## src/rtl/ship_ctrl.sv

```systemverilog
// Player-ship controller: clamped horizontal movement, edge-triggered fire with
// cooldown, and an ALIVE/EXPLODE/DEAD life cycle with a lives counter.
module ship_ctrl #(
  parameter int POS_W    = 5,
  parameter int POS_MIN  = 0,
  parameter int POS_MAX  = 19,
  parameter int POS_INIT = 5,
  parameter int STEP     = 1,
  parameter int COOLDOWN = 8,
  parameter int RESPAWN  = 16,
  parameter int LIVES    = 3,
  parameter int LIVES_W  = 2
) (
  input  logic               dclk,
  input  logic               clr,
  input  logic               enable,
  input  logic               left,
  input  logic               right,
  input  logic               fire,
  input  logic               shot_busy,
  input  logic               hit,
  output logic [POS_W-1:0]   posH,
  output logic               fire_pulse,
  output logic               alive,
  output logic               exploding,
  output logic [LIVES_W-1:0] lives,
  output logic               game_over
);

  localparam int PW1  = POS_W + 1;
  localparam int CD_W = $clog2(COOLDOWN + 2);
  localparam int TM_W = $clog2(RESPAWN + 2);

  localparam logic [PW1-1:0]     PMIN    = PW1'(POS_MIN);
  localparam logic [PW1-1:0]     PMAX    = PW1'(POS_MAX);
  localparam logic [PW1-1:0]     PSTEP   = PW1'(STEP);
  localparam logic [POS_W-1:0]   PINIT   = POS_W'(POS_INIT);
  localparam logic [CD_W-1:0]    CD_LOAD = CD_W'(COOLDOWN);
  localparam logic [CD_W-1:0]    CD_ONE  = CD_W'(1);
  localparam logic [TM_W-1:0]    TM_LOAD = TM_W'(RESPAWN);
  localparam logic [TM_W-1:0]    TM_ONE  = TM_W'(1);
  localparam logic [LIVES_W-1:0] LV_INIT = LIVES_W'(LIVES);
  localparam logic [LIVES_W-1:0] LV_ONE  = LIVES_W'(1);

  // One-hot encoding so the status flags come straight off state flops.
  typedef enum logic [2:0] {
    S_ALIVE   = 3'b001,
    S_EXPLODE = 3'b010,
    S_DEAD    = 3'b100
  } state_t;

  state_t             state_q, state_d;
  logic [POS_W-1:0]   pos_q, pos_d;
  logic [LIVES_W-1:0] lives_q, lives_d;
  logic [CD_W-1:0]    cd_q, cd_d;
  logic [TM_W-1:0]    tmr_q, tmr_d;
  logic               fire_q, fire_d;
  logic               fp_q, fp_d;

  logic [PW1-1:0] pos_ext, pos_dec, pos_inc;
  logic           launch;

  // One extra bit of headroom so a step past either bound clamps, never wraps.
  assign pos_ext = {1'b0, pos_q};
  assign pos_dec = (pos_ext >= PMIN + PSTEP) ? pos_ext - PSTEP : PMIN;
  assign pos_inc = (pos_ext + PSTEP > PMAX) ? PMAX : pos_ext + PSTEP;

  assign launch = fire & ~fire_q & (cd_q == '0) & ~shot_busy & ~hit;

  always_comb begin
    state_d = state_q;
    pos_d   = pos_q;
    lives_d = lives_q;
    cd_d    = cd_q;
    tmr_d   = tmr_q;
    fire_d  = fire;
    fp_d    = 1'b0;
    unique case (state_q)
      S_ALIVE: begin
        if (hit) begin
          if (lives_q == LV_ONE) begin
            lives_d = '0;
            state_d = S_DEAD;
          end else begin
            lives_d = lives_q - LV_ONE;
            state_d = S_EXPLODE;
            tmr_d   = TM_LOAD;
          end
        end else begin
          if (enable) begin
            if (left && !right)      pos_d = pos_dec[POS_W-1:0];
            else if (right && !left) pos_d = pos_inc[POS_W-1:0];
          end
          if (launch) begin
            fp_d = 1'b1;
            cd_d = CD_LOAD;
          end else if (enable && cd_q != '0) begin
            cd_d = cd_q - CD_ONE;
          end
        end
      end
      S_EXPLODE: begin
        if (enable) begin
          if (tmr_q <= TM_ONE) begin
            state_d = S_ALIVE;
            pos_d   = PINIT;
            cd_d    = '0;
            tmr_d   = '0;
          end else begin
            tmr_d = tmr_q - TM_ONE;
          end
        end
      end
      S_DEAD: begin
        lives_d = '0;
      end
      default: state_d = S_ALIVE;
    endcase
  end

  always_ff @(posedge dclk or negedge clr) begin
    if (!clr) begin
      state_q <= S_ALIVE;
      pos_q   <= PINIT;
      lives_q <= LV_INIT;
      cd_q    <= '0;
      tmr_q   <= '0;
      fire_q  <= 1'b0;
      fp_q    <= 1'b0;
    end else begin
      state_q <= state_d;
      pos_q   <= pos_d;
      lives_q <= lives_d;
      cd_q    <= cd_d;
      tmr_q   <= tmr_d;
      fire_q  <= fire_d;
      fp_q    <= fp_d;
    end
  end

  assign posH       = pos_q;
  assign fire_pulse = fp_q;
  assign alive      = state_q[0];
  assign exploding  = state_q[1];
  assign game_over  = state_q[2];
  assign lives      = lives_q;

endmodule

```

## config.mk

```make
export PLATFORM = sky130hd
export DESIGN_NAME = ship_ctrl
export DESIGN_NICKNAME = d
export VERILOG_FILES = /design/src/rtl/ship_ctrl.sv
export SDC_FILE = /design/constraint.sdc
export NUM_CORES = 1
export LEC_CHECK = 0
export CAP_MARGIN = 10
export CORE_ASPECT_RATIO = 0.6
export CORE_MARGIN = 3
export CORE_UTILIZATION = 49
export CTS_CLUSTER_DIAMETER = 60
export DETAILED_ROUTE_END_ITERATION = 8
export PLACE_DENSITY = 0.78
export SETUP_SLACK_MARGIN = 0.05
export SYNTH_ARGS = -nofsm -noshare
export SYNTH_HDL_FRONTEND = slang
export SYNTH_SLANG_ARGS = --single-unit
```

## constraint.sdc

```tcl
create_clock -name dclk -period 1.8 [get_ports dclk]
set_clock_uncertainty 0.05 [all_clocks]
set_input_delay 0.27 -clock dclk [delete_from_list [all_inputs] [get_ports dclk]]
set_output_delay 0.27 -clock dclk [all_outputs]
set_load 0.005 [all_outputs]
```

; Yosys cells after proc, flatten, opt, wreduce, memory -nomap -nowiden
; Index checks and enable logic that the tools add are counted.
[totals]
regBits = 21
input_bits = 8
out_inout_bits = 11
word_cells = 80
[classes]
add_sub_neg = 5
order_cmp = 3
n_eq_ne = 12
muxes = 31
bitwise_logic = 8
reduce_logical = 14
[op_table]
columns = cell, n
row1 = two-way mux 5 bit, 12
row2 = two-way mux 4 bit, 5
row3 = case mux 5 bit (2 select lines), 2
row4 = two-way mux 3 bit, 4
row5 = "inequality test 2 bit, second input constant", 6
row6 = "subtractor 5 x 1 -> 5 bit, second input constant", 2
row7 = case mux 3 bit (3 select lines), 1
row8 = case mux 4 bit (2 select lines), 1
row9 = AND reduction 4 bit, 2
row10 = "adder 5 x 1 -> 6 bit, second input constant", 1
row11 = "> comparator 6 x 5 -> 1 bit, second input constant", 1
row12 = "inequality test 3 bit, second input constant", 2
row13 = AND reduction 6 bit, 1
row14 = "greater-or-equal comparator 5 x 1 -> 1 bit, second input constant", 1
row15 = "<= comparator 5 x 1 -> 1 bit, second input constant", 1
row16 = AND reduction 5 bit, 1
row17 = bitwise AND 1 bit, 4
row18 = logical NOT 4 bit, 1
row19 = two-way mux 2 bit, 2
row20 = NOT 1 bit, 4
row21 = case mux 2 bit (2 select lines), 1
row22 = nonzero test 2 bit, 2
row23 = nonzero test 4 bit, 1
row24 = "subtractor 4 x 1 -> 4 bit, second input constant", 1
row25 = other kinds (9), 14

; Logic depth before layout (Yosys ltp)
; Gate-level depths: netlist (run 1).
[depth]
ltp_word = 8
mapped_depth = 8
ltp_nobuf = 7

; Worst setup path after synthesis (run 1)
; OpenSTA, ideal clock, no wires.
[synth_timing]
path_kind = register -> register
from = register state_q[2]
to = register cd_q[1]
setup_ns = 0.074
arrival_ns = 1.885
required_time_ns = 1.676
path_slack_ns = -0.209
path_stages_with_launch = 6
path_buffers = 0
synth_period_minus_slack_ns = 2.009
cell_sequence = dfrtp_1 > or3b_1 > or4_4 > and2_4 > or4_4 > o21ai_2
[synth_between]
elab_chain_cells = 3
elab_cells_between_ends = 9
cone_classes = eq/ne (6) / mux (1) / reduce/logical (2)
[synth_rtl]
columns = item, line_no
row1 = from (decl), 52  ; state_t state_q, state_d;
row2 = from (signal assigned), 131  ; state_q <= state_d;
row3 = equality test 3 x 1 -> 1 bit or equality test 3 x 2 -> 1 bit (tied branches), 78  ; unique case (state_q)
row4 = inequality test 3 bit (no source line) (tied with other cells), --
row5 = AND reduction 5 bit (no source line), --
row6 = to (signal assigned), 126  ; cd_q <= '0;
row7 = to (signal assigned), 134  ; cd_q <= cd_d;
row8 = to (decl), 55  ; logic [CD_W-1:0] cd_q, cd_d;
; Several ways; a longest one is shown, not always the timed one.
; A chain may end at the register's enable or synchronous reset.

; Worst setup path after layout (run 1)
[layout_timing]
from = register pos_q[0], in the netlist posH[0]
to = register pos_q[1], in the netlist posH[1]
[layout_between]
elab_chain_cells = 8
elab_cells_between_ends = 11
cone_classes = add/sub (2) / order compare (2) / mux (7)
[layout_rtl]
columns = item, line_no
row1 = from (decl), 53  ; logic [POS_W-1:0] pos_q, pos_d;
row2 = from (signal assigned), 132  ; pos_q <= pos_d;
row3 = adder 5 x 1 -> 6 bit, 66  ; assign pos_inc = (pos_ext + PSTEP > PMAX) ? PMAX : pos_ext + PSTEP;
row4 = > comparator 6 x 5 -> 1 bit, 66
row5 = two-way mux 5 bit, 66
row6 = two-way mux 5 bit, 92  ; else if (right && !left) pos_d = pos_inc[POS_W-1:0];
row7 = two-way mux 5 bit (*), 91  ; if (left && !right) pos_d = pos_dec[POS_W-1:0];
row8 = two-way mux 5 bit (*), 90  ; if (enable) begin
row9 = two-way mux 5 bit (*), 80  ; if (hit) begin
row10 = case mux 5 bit (2 select lines) (*), 78
; Every way passes the cells marked *; elsewhere a longest branch is shown, timed or not. The select of a mux whose other input is x is not followed.

==> results.py, run 1 <==
metrics = {
    "outcome": {
        "status": "finished, violations left",
        "violations": "negative setup slack",
    },
    "floorplan": {
        "fp.coreArea_sq_um": 2610,
        "die_y_um": 47.4,
        "start_util": 0.536,
        "dieArea_sq_um": 3560,
        "num_rows": 14,
        "io_pins": 19,
        "die_w_um": 75.0,
    },
    "yosys": {
        "dominantRegCellSynth": "dfrtp_1",
        "ys_ff_latch": 21,
        "synth_top_area_cell": "dfrtp_1",
        "avgSynthCellArea_sq_um": 8.70,
        "synth_edf_count": 0,
        "syn_inst": 161,
        "yosysWarnings": 0,
        "synth_area_leaders": "dfrtp_1 (29%), dfstp_2 (9.4%), ha_1 (8.0%)",
        "yosys.cell_types.count": 43,
        "netlist_area_sq_um": 1400,
        "synth_seq_area_share": 0.380,
        "synth_top_area_frac": 0.286,
        "async_flop_share": 1.00,
        "synthesis.nets": 178,
    },
    "setup_path": {
        "start_kind": "flip-flop",
        "arrival_ns": 2.35,
        "crit_type": "flip-flop to flip-flop",
        "cp_max_fo": 4,
        "cp_data_required_time_ns": 1.94,
        "crit_path_end_kind": "flip-flop",
    },
    "cts": {
        "cts_root_buffer": "clkbuf_8",
        "numCtsBuffers": 3,
        "clock-sinks": 21,
        "clock_latency_ns": 0.28,
        "htree_levels": 1,
        "clkTransAtPathRegs_ns": 0.09,
        "ctsHoldBuffers": 0,
        "cts_tree": "done",
        "clock_path_buffers": 2,
    },
    "sta": {
        "rsz0062_at_grt": "true",
        "maxClockFrequency_mhz": 452,
        "max_slew.worst_pin.slew_ns": 0.609,
        "setup_viol": 16,
        "max_slew_margin": 0.589,
        "hold_viol_final": 0,
        "final.setup.worst_slack_ns": -0.412,
        "min_period_over_period": 1.23,
        "slew_violations": 0,
        "fin_crit_ns": 2.21,
    },
    "placed_design": {
        "port_buffers": 18,
        "dp_hpwl_mm": 3.09,
        "routabilityCongestion": 0.890,
    },
    "grt": {
        "grt_usage": 0.310,
        "grt_pass1_vias": 1540,
        "grt_pass1_wl_mm": 7.83,
        "grt_max_degree": 22,
        "antenna_found_initial": 0,
        "grt-ovfl-total": 0,
    },
    "finish": {
        "mostFrequentLayoutCells": "buf_4 (57), dfrtp_1 (16), clkdlybuf4s50_1 (14), nor2_1 (11), nand2_1 (10)",
        "fin_util": 0.940,
        "drive_gt1_frac": 0.510,
        "final_common_cell": "buf_4",
        "syn2layout_area_growth_pct": 75.2,
        "diodes": 0,
        "fin_nets": 261,
    },
    "power": {
        "power_uw": 4290,
        "p_leak_uw": 0.00111,
        "power_density_nw_per_um2": 1750,
        "ir_drop_mv": 1.47,
    },
    "route": {
        "drtIter0Drc": 364,
        "ant_nets": 0,
        "drc": 0,
        "routed_wl_mm": 7.04,
        "vias": 1889,
        "via_per_inst": 6.87,
        "drt_pre_antenna_iters": 5,
        "routedWlPerCell_um": 25.6,
    },
    "hold_path": {
        "hp-class": "input port to async pin",
    },
    "run": {
        "max_cap_violations": 0,
    },
}
[synthesized netlist by cell type (3+ instances only)]
cell type   n
nor4b_1     3
nand3_1     4
inv_1      13
nor2_1     11
dfstp_2     5
dfrtp_1    16
nor3b_1     4
clkbuf_1    6
o311ai_0    3
nor3_1      4
ha_1        9
nand2_1    15
o21ai_0    21
a21oi_1     6
[registers in the layout, summed over array words and instances, names as in the netlist]
register,flops
fire_q,1
state_q,3
fire_pulse,1
cd_q,4
tmr_q,5
posH,5
lives,2
[where the power goes]
part | total (uW) | switching (uW) | leakage [uW] | internal (uW)
clock network | 340 | 185 | 0.0000255 | 155
logic | 2990 | 1520 | 0.000824 | 1460
registers | 963 | 255 | 0.000257 | 708
[worst paths after layout]
path / start / endpoint / slack, ns / cells after the start
worst min register to register: cd_q[3]$_DFFE_PN0P_ / cd_q[3]$_DFFE_PN0P_ / 0.51 / 1
min in group dclk: fire / fire_q$_DFF_PN0_ / 0.45 / 1
worst max register to register: posH[0]$_DFFE_PN1P_ / posH[1]$_DFFE_PN0P_ / -0.41 / 5
worst min-delay path: clr / cd_q[3]$_DFFE_PN0P_ / 0.28 / 2
max in group asynchronous: clr / state_q[0]$_DFFE_PN1P_ / 1.12 / 2
worst max-delay path: posH[0]$_DFFE_PN1P_ / posH[1]$_DFFE_PN0P_ / -0.41 / 5
[per-stage QoR]
step                setup TNS, ns  setup WS (ns)  instances  area, sq um  hold slack, ns
global route                -2.99         -0.380        275         2450           0.301
finish                      -2.57         -0.412        275         2450           0.282
global placement            -2.64         -0.343        250         1960           0.449
detailed placement          -2.72         -0.316        250         1960           0.471
CTS                        -0.938         -0.215        266         2220           0.294
floorplan                  -0.539         -0.206        161         1420         -0.0756
[critical path, cell delays in order, from the launching register on]
cell	delay (ns)
dfstp_2	0.63
inv_1	0.14
ha_1	0.40
o21ai_0	0.54
o311ai_4	0.22
o21ai_2	0.13
[logic make-up (layout without fill, tap and decap cells)]
logic type,after synthesis,after routing,synth area share
compound gates,47,47,0.218
buf+inv,19,101,0.0509
simple gates,62,62,0.251
xor+xnor,2,2,0.0125
mux,1,1,0.00715
fa+ha+maj,9,9,0.0804
flops,21,21,0.380
[layout make-up]
class | count | area [sq um]
Clock buffer | 3 | 41.3
Multi-Input combinational cell | 121 | 1080
Fill cell | 68 | 156
Sequential cell | 21 | 532
Inverter | 13 | 51.3
Timing Repair Buffer | 84 | 708
Tap cell | 32 | 40.0
Clock inverter | 1 | 5.00
[repair_timing]
action | in CTS | in global routing
gates resized for setup | 40 | 42
endpoints found under the hold margin | 0 | 0
pin swaps | 13 | 12
endpoints found under the setup margin | 17 | 22
buffers inserted | 12 | 11
[metal layers]
layer / track usage / wire (um) / up-vias
met5: 0 / 0 / -
met4: 0.103 / 420 / 0
met3: 0.0833 / 972 / 54
met2: 0.519 / 3040 / 187
met1: 0.395 / 2610 / 900
li1: - / - / 748
(Power assumes the default switching activity.)
==> run 2, diff against run 1 <==
--- a/config.mk
+++ b/config.mk
@@ -10,6 +10,7 @@
 export CORE_MARGIN = 3
 export CORE_UTILIZATION = 49
 export CTS_CLUSTER_DIAMETER = 60
+export CTS_CLUSTER_SIZE = 24
 export DETAILED_ROUTE_END_ITERATION = 8
 export PLACE_DENSITY = 0.78
 export SETUP_SLACK_MARGIN = 0.05
==> constraint.sdc (replaced) <==
create_clock -name dclk -period 1.85 [get_ports dclk]
set_clock_uncertainty 0.05 [all_clocks]
set_input_delay 0.2775 -clock dclk [delete_from_list [all_inputs] [get_ports dclk]]
set_output_delay 0.2775 -clock dclk [all_outputs]
set_load 0.005 [all_outputs]
==> results.py, run 2 (synthesized netlist as in run 1, its figures left out) <==
metrics = {
    "sta": {
        "slew_violations": 0,
        "maxClockFrequency_mhz": 491,
        "setup_tns_ns": -1.29,
        "max_slew_margin": 0.737,
        "max_slew.worst_pin.slew_ns": 0.394,
        "rsz0062_at_grt": "true",
        "final.setup.worst_slack_ns": -0.186,
        "min_period_over_period": 1.10,
        "fin_crit_ns": 2.04,
        "hold_viol_final": 0,
        "setup_viol": 10,
    },
    "setup_path": {
        "cp_data_required_time_ns": 2.01,
        "start_kind": "flip-flop",
        "arrival_ns": 2.20,
        "crit_path_end_kind": "flip-flop",
        "crit_type": "flip-flop to flip-flop",
        "cp_max_fo": 5,
    },
    "floorplan": {
        "io_pins": 19,
        "fp.coreArea_sq_um": 2610,
        "dieArea_sq_um": 3560,
        "die_y_um": 47.4,
        "num_rows": 14,
        "die_w_um": 75.0,
        "start_util": 0.536,
    },
    "grt": {
        "grt_usage": 0.298,
        "antenna_found_initial": 0,
        "grt_pass1_vias": 1589,
        "grt_max_degree": 22,
        "grt-ovfl-total": 0,
        "grt_pass1_wl_mm": 7.62,
    },
    "route": {
        "routedWlPerCell_um": 21.4,
        "via_per_inst": 6.56,
        "drt_pre_antenna_iters": 6,
        "vias": 1718,
        "drtIter0Drc": 186,
        "ant_nets": 0,
        "drc": 0,
        "routed_wl_mm": 5.60,
    },
    "outcome": {
        "status": "finished, violations left",
        "violations": "negative setup slack",
    },
    "cts": {
        "clkTransAtPathRegs_ns": 0.09,
        "cts_root_buffer": "clkbuf_8",
        "clock_latency_ns": 0.28,
        "ctsHoldBuffers": 0,
        "numCtsBuffers": 3,
        "clock_path_buffers": 2,
        "htree_levels": 1,
        "cts_tree": "done",
        "clock-sinks": 21,
    },
    "finish": {
        "fin_nets": 248,
        "fillCellCount": 124,
        "drive_gt1_frac": 0.426,
        "syn2layout_area_growth_pct": 60.1,
        "diodes": 0,
        "final_common_cell": "buf_4",
        "mostFrequentLayoutCells": "buf_4 (50), nand2_1 (15), dfrtp_1 (15), clkdlybuf4s50_1 (15), nor2_1 (11)",
        "fin_cells": 262,
        "fin_util": 0.859,
    },
    "power": {
        "p_leak_uw": 0.00101,
        "power_uw": 3650,
        "power_density_nw_per_um2": 1630,
        "ir_drop_mv": 1.03,
    },
    "run": {
        "max_cap_violations": 0,
    },
    "hold_path": {
        "hp-class": "input port to async pin",
    },
    "placed_design": {
        "routabilityCongestion": 0.833,
        "dp_hpwl_mm": 3.12,
        "port_buffers": 18,
        "dp_cells": 246,
    },
}
-- run 2: cell types whose count changed in the layout (fill, tap and decap cells not counted), sizes merged --
cell           delta
buf              -13
clkbuf            -1
clkdlybuf4s50     +1
dlygate4sd2       +1
dlymetal6s2s      -1
-- run 2: layer usage --
| metal | routed length (um) | vias to the layer above | GRT usage | share of wire |
|---|---|---|---|---|
| li1 | - | 720 | - | - |
| met1 | 2270 | 811 | 0.384 | 0.40 |
| met2 | 2500 | 133 | 0.490 | 0.45 |
| met3 | 533 | 54 | 0.0705 | 0.095 |
| met4 | 300 | 0 | 0.121 | 0.054 |
| met5 | 0 | - | 0 | 0 |
-- run 2: path summary, 6_finish.rpt --
path / from / end / slack [ns] / depth (start not counted)
max: state_q[0]$_DFFE_PN1P_ / cd_q[1]$_DFFE_PN0P_ / -0.19 / 5
min: clr / cd_q[3]$_DFFE_PN0P_ / 0.29 / 2
max reg2reg: state_q[0]$_DFFE_PN1P_ / cd_q[1]$_DFFE_PN0P_ / -0.19 / 5
min reg2reg: lives[1]$_DFFE_PN1P_ / lives[1]$_DFFE_PN1P_ / 0.46 / 2
max in group asynchronous: clr / state_q[0]$_DFFE_PN1P_ / 1.17 / 2
min in group dclk: fire / fire_q$_DFF_PN0_ / 0.42 / 1
-- run 2: area by class of cell --
| cell class | instances | area [sq um] | share of cell area |
|---|---|---|---|
| Inverter | 13 | 48.8 | 0.0218 |
| Clock inverter | 1 | 5.00 | 0.00223 |
| Clock buffer | 3 | 41.3 | 0.0184 |
| Tap cell | 32 | 40.0 | 0.0179 |
| Sequential cell | 21 | 533 | 0.238 |
| Timing Repair Buffer | 71 | 586 | 0.261 |
| Multi-Input combinational cell | 121 | 987 | 0.441 |
-- run 2: per-stage QoR --
step / hold slack [ns] / setup WS, ns / cell area (sq um)
floorplan: -0.0681 / -0.156 / 1420
global placement: 0.448 / -0.263 / 1930
detailed placement: 0.456 / -0.294 / 1930
CTS: 0.295 / -0.190 / 2100
global route: 0.300 / -0.237 / 2240
finish: 0.287 / -0.186 / 2240
-- run 2: critical path, stage by stage, from the launching register on --
cell and delay, ns:
dfstp_2 0.38, or3b_4 0.40, or4_4 0.50, and2_4 0.17, or4_4 0.42, o21ai_2 0.07
-- run 2: timing repair --
item / CTS / global route
resized for setup: 28 / 24
pin swaps: 9 / 8
buffers inserted: 6 / 6
endpoints found under the setup margin: 14 / 16
-- run 2: power by group --
part           leakage [uW]  switching (uW)  internal [uW]
sequential         0.000255             250            691
clock             0.0000255             167            151
combinational      0.000731            1180           1220
==> run 3, diff against run 2 <==
--- a/config.mk
+++ b/config.mk
@@ -9,7 +9,6 @@
 export CORE_ASPECT_RATIO = 0.6
 export CORE_MARGIN = 3
 export CORE_UTILIZATION = 49
-export CTS_CLUSTER_DIAMETER = 60
 export CTS_CLUSTER_SIZE = 24
 export DETAILED_ROUTE_END_ITERATION = 8
 export PLACE_DENSITY = 0.78
==> results of run 3 <==
Same layout as run 2: the final DEF is identical, and so are final timing and power.
